===== src/rtl/booth_pkg.sv =====
// Shared types for the sequential Booth multiplier: controller states and
// radix-2 recode operations.
package booth_pkg;

    typedef enum logic [1:0] {
        ST_IDLE,
        ST_RUN,
        ST_DONE
    } state_t;

    typedef enum logic [1:0] {
        BOOTH_NOP,
        BOOTH_ADD,
        BOOTH_SUB
    } booth_op_t;

    // Radix-2 recode of the pair {P[1], q-1}.
    function automatic booth_op_t booth_recode(input logic [1:0] pair);
        booth_op_t op;
        case (pair)
            2'b01:   op = BOOTH_ADD;
            2'b10:   op = BOOTH_SUB;
            default: op = BOOTH_NOP;
        endcase
        return op;
    endfunction

endpackage


===== src/rtl/booth_mult_seq_if.sv =====
// Start/busy/done handshake bundle for booth_mult_seq; the bus master drives
// the request side, the multiplier drives status and result.
interface booth_mult_seq_if #(
    parameter int W = 8
);
    logic           start;
    logic           is_signed;
    logic [W-1:0]   a;
    logic [W-1:0]   b;
    logic           busy;
    logic           done;
    logic [2*W-1:0] product;

    modport master (
        output start, is_signed, a, b,
        input  busy, done, product
    );

    modport slave (
        input  start, is_signed, a, b,
        output busy, done, product
    );
endinterface


===== src/rtl/booth_step.sv =====
// One radix-2 Booth iteration: recode {P[1],P[0]}, add/subtract M into the
// upper part of P, then arithmetic-shift the whole accumulator right by one.
module booth_step
    import booth_pkg::*;
#(
    parameter int W = 8
) (
    input  logic [2*W+2:0] p,
    input  logic [W:0]     m,
    output logic [2*W+2:0] p_next
);
    logic [W+1:0] upper;
    logic [W+1:0] m_ext;
    logic [W+1:0] sum;
    booth_op_t    op;

    // Upper half is widened by one bit so add/subtract cannot overflow; that
    // extra bit then becomes the sign fill of the shift.
    always_comb begin
        upper  = {p[2*W+2], p[2*W+2:W+2]};
        m_ext  = {m[W], m};
        op     = booth_recode(p[1:0]);
        sum    = upper;
        case (op)
            BOOTH_ADD: sum = upper + m_ext;
            BOOTH_SUB: sum = upper - m_ext;
            default:   sum = upper;
        endcase
        p_next = {sum, p[W+1:1]};
    end

endmodule


===== src/rtl/booth_mult_seq.sv =====
// Sequential radix-2 Booth multiplier, W-bit signed/unsigned operands,
// W+1 Booth steps per transaction, result held until the next done.
module booth_mult_seq
    import booth_pkg::*;
#(
    parameter int W = 8
) (
    input  logic             clk,
    input  logic             rst,
    booth_mult_seq_if.slave  bus
);
    localparam int PW = 2*W + 3;
    localparam int CW = $clog2(W + 2);

    state_t         state_reg, state_next;
    logic [PW-1:0]  p_reg, p_next, p_step;
    logic [W:0]     m_reg, m_next;
    logic [CW-1:0]  cnt_reg, cnt_next;
    logic [2*W-1:0] product_reg, product_next;
    logic           busy_reg, busy_next;
    logic           done_reg, done_next;
    logic [W:0]     a_ext, b_ext;

    // One extra bit lets unsigned operands run through the signed recoder.
    assign a_ext = {bus.is_signed & bus.a[W-1], bus.a};
    assign b_ext = {bus.is_signed & bus.b[W-1], bus.b};

    booth_step #(.W(W)) u_step (
        .p      (p_reg),
        .m      (m_reg),
        .p_next (p_step)
    );

    always_comb begin
        state_next   = state_reg;
        p_next       = p_reg;
        m_next       = m_reg;
        cnt_next     = cnt_reg;
        product_next = product_reg;
        case (state_reg)
            ST_IDLE: begin
                if (bus.start) begin
                    m_next     = a_ext;
                    p_next     = {{(W+1){1'b0}}, b_ext, 1'b0};
                    cnt_next   = CW'(W + 1);
                    state_next = ST_RUN;
                end
            end
            ST_RUN: begin
                p_next   = p_step;
                cnt_next = cnt_reg - 1'b1;
                if (cnt_reg == CW'(1)) begin
                    // Capture on the final step so product is valid with done.
                    product_next = p_step[2*W:1];
                    state_next   = ST_DONE;
                end
            end
            ST_DONE: begin
                state_next = ST_IDLE;
            end
            default: begin
                state_next = ST_IDLE;
            end
        endcase
        busy_next = (state_next == ST_RUN);
        done_next = (state_next == ST_DONE);
    end

    always_ff @(posedge clk or negedge rst) begin
        if (!rst) begin
            state_reg   <= ST_IDLE;
            p_reg       <= '0;
            m_reg       <= '0;
            cnt_reg     <= '0;
            product_reg <= '0;
            busy_reg    <= 1'b0;
            done_reg    <= 1'b0;
        end else begin
            state_reg   <= state_next;
            p_reg       <= p_next;
            m_reg       <= m_next;
            cnt_reg     <= cnt_next;
            product_reg <= product_next;
            busy_reg    <= busy_next;
            done_reg    <= done_next;
        end
    end

    assign bus.busy    = busy_reg;
    assign bus.done    = done_reg;
    assign bus.product = product_reg;

endmodule


===== src/flat_wrapper.sv =====
// flat-port wrapper written by rule: the top's interface ports become plain ports
module booth_mult_seq_flat import booth_pkg::*;
#(
    parameter int W = 8
)
  (clk, rst, bus_start, bus_is_signed, bus_a, bus_b, bus_busy, bus_done, bus_product);
  booth_mult_seq_if #(.W(W)) bus_i ();
  input  logic clk;
  input  logic rst;
  input wire logic [$bits(bus_i.start)-1:0] bus_start;
  input wire logic [$bits(bus_i.is_signed)-1:0] bus_is_signed;
  input wire logic [$bits(bus_i.a)-1:0] bus_a;
  input wire logic [$bits(bus_i.b)-1:0] bus_b;
  output wire logic [$bits(bus_i.busy)-1:0] bus_busy;
  output wire logic [$bits(bus_i.done)-1:0] bus_done;
  output wire logic [$bits(bus_i.product)-1:0] bus_product;
  assign bus_i.start = bus_start;
  assign bus_i.is_signed = bus_is_signed;
  assign bus_i.a = bus_a;
  assign bus_i.b = bus_b;
  assign bus_busy = bus_i.busy;
  assign bus_done = bus_i.done;
  assign bus_product = bus_i.product;
  booth_mult_seq #(.W(W)) u_core (.clk(clk), .rst(rst), .bus(bus_i));
endmodule

===== config.mk =====
export PLATFORM = sky130hd
export DESIGN_NAME = booth_mult_seq_flat
export DESIGN_NICKNAME = d
export VERILOG_FILES = /design/src/rtl/booth_pkg.sv /design/src/rtl/booth_mult_seq_if.sv /design/src/rtl/booth_step.sv /design/src/rtl/booth_mult_seq.sv /design/src/flat_wrapper.sv
export SDC_FILE = /design/constraint.sdc
export NUM_CORES = 1
export LEC_CHECK = 0
export BUFFER_PORTS_ARGS = -buffer_cell sky130_fd_sc_hd__buf_2
export CORE_MARGIN = 2
export CORE_UTILIZATION = 37
export DETAILED_ROUTE_END_ITERATION = 12
export GPL_ROUTABILITY_DRIVEN = 0
export MAX_ROUTING_LAYER = met4
export PLACE_DENSITY_LB_ADDON = 0.08
export SLEW_MARGIN = 5
export SYNTH_ARGS = -nofsm -noshare
export SYNTH_HDL_FRONTEND = slang
export SYNTH_SLANG_ARGS = --single-unit

===== constraint.sdc =====
create_clock -name clk -period 2.8 [get_ports clk]
set_clock_uncertainty 0.1 [all_clocks]
set_input_delay 0.14 -clock clk [delete_from_list [all_inputs] [get_ports clk]]
set_output_delay 0.14 -clock clk [all_outputs]
set_load 0.005 [all_outputs]

======== After elaboration in Yosys (flattened, before gate mapping) ========
Cells that the tools add are included.
cells by class
  $add $sub $neg .......................... 3
  eq/ne operators ......................... 10
  mux-type cells .......................... 9
  bitwise logic cells ..................... 2
  reduce and logical (&&, ||, !) cells .... 6
operators with widths
  operator             number
  $pmux 19 s2          1
  $pmux 10 s2          1
  $mux 19              1
  $add 9x9->10         1
  $sub 9x9->10         1
  $eq 2x1->1 const B   4
  $pmux 2 s2           2
  $pmux 4 s2           1
  $eq 2x2->1 const B   3
  $reduce_and 2->1     3
  $eq 4x1->1 const B   1
  $mux 2               2
  $mux 4               1
  $sub 4x1->4 const B  1
  $ne 3x3->1 const B   1
  $reduce_and 3->1     1
  $and 1x1->1          2
  $logic_not 2->1      1
  $ne 2x2->1 const B   1
  $reduce_bool 2->1    1
storage, ports and cells
  bits in registers ....................... 52
  bits of input ports ..................... 20
  output and inout port bits .............. 18
  logic and storage cells ................. 38

======== Logic depth before layout (Yosys ltp) ========
  depth after elaboration ................. 5
  mapped depth ............................ 12
  gate-level depth less buffers ........... 12

======== Hierarchy ========
A second synthesis with hierarchy kept.
unflattened totals
  cells, all modules ...................... 293
  area, all modules ....................... 2852.7 sq um
modules (own cells, without submodules)
  module          times used  cells each  area each (sq um)  sequential area each (sq um)
  booth_mult_seq  1           185         2099.5             1301.2
  booth_step      1           108         753.2              0.0

======== Worst setup path after synthesis ========
Ideal clock, no wire load.
  path kind ............................... reg-to-reg
  start point ............................. register u_core.p_reg[0]
  end point ............................... register u_core.p_reg[18]
  setup time .............................. 0.125 ns
  data arrival time ....................... 2.544 ns
  data required time ...................... 2.575 ns
  setup slack ............................. 0.031 ns
  cell stages (with the launch flop) ...... 13
  buffers on the path ..................... 1
  period minus slack after synthesis ...... 2.769 ns
  cells stage by stage .................... dfrtp_1 -> inv_1 -> ha_1 -> clkbuf_1 -> mux2_1 -> inv_1 -> ha_1 -> nor2b_4 -> o31ai_1 -> a31oi_1 -> o21ai_1 -> or3b_1 -> mux2i_1
between the ends
  cells in the longest elaborated chain, start to end .. 5
  elaborated cells on any way between the ends .. 9
  those cells by class .................... 5 x eq/ne; 3 x mux; 1 x reduce/logical
ends and longest elaborated chain
  what                                             line                  text
  start, declared                                  booth_mult_seq.sv:16  logic [PW-1:0] p_reg, p_next, p_step;
  start signal, assigned                           booth_mult_seq.sv:80  p_reg <= p_next;
  $eq 2x2->1 or $eq 2x1->1 (tied branches)         booth_pkg.sv:20       case (pair)
  $pmux 2 s2 (*)                                   booth_pkg.sv:20
  $eq 2x2->1 or $eq 2x1->1 (tied branches)         booth_step.sv:24      case (op)
  $pmux 10 s2 or $ne 3x3->1 (tied branches)        --
  $pmux 19 s2 or $reduce_and 3->1 (tied branches)  --
Every way passes the cells marked *; elsewhere a longest branch is shown, timed or not.
A chain may end at the register's enable or synchronous reset.

======== Worst setup path after layout ========
  start point ............................. register u_core.m_reg[0]
  end point ............................... register u_core.p_reg[18]
between the ends
  cells in the longest elaborated chain, start to end .. 3
  elaborated cells on any way between the ends .. 4
  those cells by class .................... 2 x add/sub; 2 x mux
ends and longest elaborated chain
  what                                          line                                text
  start, declared                               booth_mult_seq.sv:17                logic [W:0] m_reg, m_next;
  start signal, assigned                        booth_mult_seq.sv:81                m_reg <= m_next;
  $sub 9x9->10 or $add 9x9->10 (tied branches)  booth_step.sv:26, booth_step.sv:25
  $pmux 10 s2 (*)                               booth_step.sv:24
  $pmux 19 s2 (*)                               booth_mult_seq.sv:40                case (state_reg)
Marks and branches as above.

==> flow_metrics.env <==
export IMPL_syn_to_final_growth_pct=25.2
export IMPL_finalMaxSlewViolations=0
export IMPL_cap_violations=0
export IMPL_htree_levels=2
export IMPL_grt_max_degree=34
export IMPL_slew_headroom_pct=52.6
export IMPL_p_int_uw=2790
export IMPL_hold_viol=0
export IMPL_synth_seq_area_share_pct=48.5
export IMPL_dieHeight_um=89.1
export IMPL_cts_tree="done"
export IMPL_finalNetCount=384
export IMPL_combPwrFrac_pct=61.5
export IMPL_num_antenna_cells=0
export IMPL_r2r_cells=11
export IMPL_clkSlewWorstSetupHoldPaths_ns=0.09
export IMPL_io_buffer_count=37
export IMPL_synth_edf_count=0
export IMPL_rr_startpoint="u_core.m_reg[0]"
export IMPL_cts_sinks=52
export IMPL_syn_num_nets=323
export IMPL_cts_buffers=5
export IMPL_synth_cell_area_sq_mm=0.00268
export IMPL_drc=0
export IMPL_critPathRequiredTime_ns=2.89
export IMPL_synth_cells=289
export IMPL_min_period_over_period_pct=94.8
export IMPL_grt_pass1_vias=2094
export IMPL_timing_hold_ws_ns=0.212
export IMPL_pwr_share_seq_pct=28.2
export IMPL_critPathKind="flip-flop to flip-flop"
export IMPL_vias=2186
export IMPL_rsz0062_at_grt="true"
export IMPL_start_kind="flip-flop"
export IMPL_fin_area_sq_mm=0.00336
export IMPL_pre_cts_ws_ns=0.0440
export IMPL_synth_top_cell_area_share_pct=48.5
export IMPL_power_switching_uw=2130
export IMPL_clockRootBuffer="clkbuf_8"
export IMPL_dr_first_iter_drc_count=47
export IMPL_setup_violations_final=0
export IMPL_r2r_end="u_core.p_reg[18]"
export IMPL_place_hpwl_um=4260
export IMPL_finalPower_uw=4920
export IMPL_die_w_um=89.1
export IMPL_io_pins=38
export IMPL_wire_per_inst_um=13.5
export IMPL_die_area_sq_mm=0.00794
export IMPL_rrSetupSlack_ns=0.14
export IMPL_setup_tns_ns=0
export IMPL_largest_reg_flops=19
export IMPL_drt_antenna_violating_nets=0
export IMPL_yosysMostFrequentCell="nand2_1"
export IMPL_row_count=31
export IMPL_yosys_top_cells_count="nand2_1 (78), dfrtp_1 (52), o21ai_1 (20)"
export IMPL_p_leak_uw=0.00166
export IMPL_tightest_slew_ns=0.709
export IMPL_arrival_ns=2.75
export IMPL_synth_avg_cell_area_sq_um=9.28
export IMPL_status="finished clean"
export IMPL_gr_total_overflow=0
export IMPL_drive_gt1_share_pct=20.2
export IMPL_cts_buffer_depth=2
export IMPL_yosys_warnings=0
export IMPL_hold_path_class="input pin to asynchronous set/reset pin"
export IMPL_p_per_area_mw_per_mm2=1470
export IMPL_drt_wl_total_um=6060
export IMPL_fmax_mhz=377
export IMPL_grt_usage_pct=16.8
export IMPL_clock_power_share_pct=10.3
export IMPL_min_period_ns=2.66
export IMPL_place_area_sq_mm=0.00300
export IMPL_setup_ws_ns=0.144
export IMPL_synth_area_top_cells="dfrtp_1 (49%), nand2_1 (11%), ha_1 (6.1%)"
export IMPL_core_region_area_sq_mm=0.00714
export IMPL_via_per_inst=4.86
export IMPL_async_flop_share_pct=100
export IMPL_start_util_pct=37.6
export IMPL_grt_first_pass_wirelength_um=9940
export IMPL_synth_top_area_cell="dfrtp_1"
export IMPL_ir_worst_vdd_v=0.000509
export IMPL_clock_latency_ns=0.30
export IMPL_yosys_register_bits=52
export IMPL_ys_types=42
export IMPL_p_sw_share_pct=43.3
export IMPL_firstDrtPassIters=4
export IMPL_worstPathMaxFanout=3
export IMPL_synth_flop_cell="dfrtp_1"
export IMPL_antenna_found_initial=0
export IMPL_critPathCaptureType="flip-flop"
==> timing repair <==
item                                   4_1_cts  5_1_grt
hold buffers                                18        0
gates resized for setup                      0       10
setup endpoints to repair                    0        8
buffers inserted                             0        3
endpoints found under the hold margin       37        0
==> how the worst max path moves through the flow <==
stage | from | end
after floorplan | u_core.p_reg[0] | u_core.p_reg[18]
after global placement | u_core.p_reg[1] | u_core.p_reg[17]
after detailed placement | u_core.m_reg[0] | u_core.p_reg[18]
after CTS | u_core.m_reg[0] | u_core.p_reg[18]
after global routing | u_core.m_reg[1] | u_core.p_reg[18]
final | u_core.m_reg[0] | u_core.p_reg[18]
==> area by class of cell <==
| type | instances | area, sq um |
|---|---|---|
| Fill cell | 716 | 3780 |
| Multi-Input combinational cell | 213 | 1330 |
| Sequential cell | 52 | 1300 |
| Timing Repair Buffer | 66 | 448 |
| Tap cell | 99 | 124 |
| Clock buffer | 6 | 72.6 |
| Inverter | 12 | 45.0 |
| Clock inverter | 2 | 35.0 |
==> cells by family (layout without fill, tap and decap cells) <==
logic type / count (synthesis) / after routing / synth area share, %
buffers and inverters: 24 / 86 / 3.45
AND/OR/NAND/NOR: 118 / 118 / 19.6
AO/OA/AOI/OAI: 60 / 60 / 14.2
adder cells (fa/ha/maj): 14 / 14 / 6.81
XOR/XNOR: 13 / 13 / 4.25
flip-flops: 52 / 52 / 48.5
multiplexers: 8 / 8 / 3.17
==> critical path, stage by stage (launching register included) <==
cell     delay (ns)
dfrtp_1        0.40
inv_1          0.07
ha_1           0.28
mux2_1         0.32
inv_1          0.07
ha_1           0.22
nor2b_4        0.13
o31ai_2        0.20
a31oi_1        0.14
o21ai_1        0.13
or3b_1         0.36
mux2i_1        0.12
==> through the flow <==
step,std cells,utilization [%]
after global routing,450,47.0
after detailed placement,421,42.1
final,450,47.0
after global placement,421,42.1
after CTS,447,46.1
after floorplan,289,-
==> placed cells by master, fill, tap and decap left out, types with 3 or more instances in the layout <==
cell type      netlist  final
inv_1               11     11
nand2_1             78     78
dlygate4sd3_1        0     18
xnor2_1             10     10
xor2_1               3      3
o21a_1               3      3
a31oi_1              3      3
nor3_1               4      4
clkbuf_8             0      5
a21oi_1              9      6
o211ai_1             3      3
o21ai_1             20     19
mux2i_1              4      4
ha_1                13     13
buf_2                2     37
nor2_1               8      8
nand3_1             12     12
a21oi_2              0      3
a22oi_1              8      8
dfrtp_1             52     52
buf_4                0     11
==> layer usage <==
metal  up-vias  global-route usage [%]  routed length [um]
met3        10                    3.05                 149
met2        31                    26.1                2930
met5         -                       -                   0
li1       1100                       -                   -
met1      1045                    22.5                2880
met4         0                    4.88                 104
==> power by group through the flow <==
stage	sequential (uW)	clock, uW	combinational, uW
floorplan	1360	0	2110
global placement	1400	0	2810
detailed placement	1410	0	2810
CTS	1390	530	2850
global route	1440	551	3440
finish	1390	506	3030
Note: power is estimated with default switching activity, not from simulation.
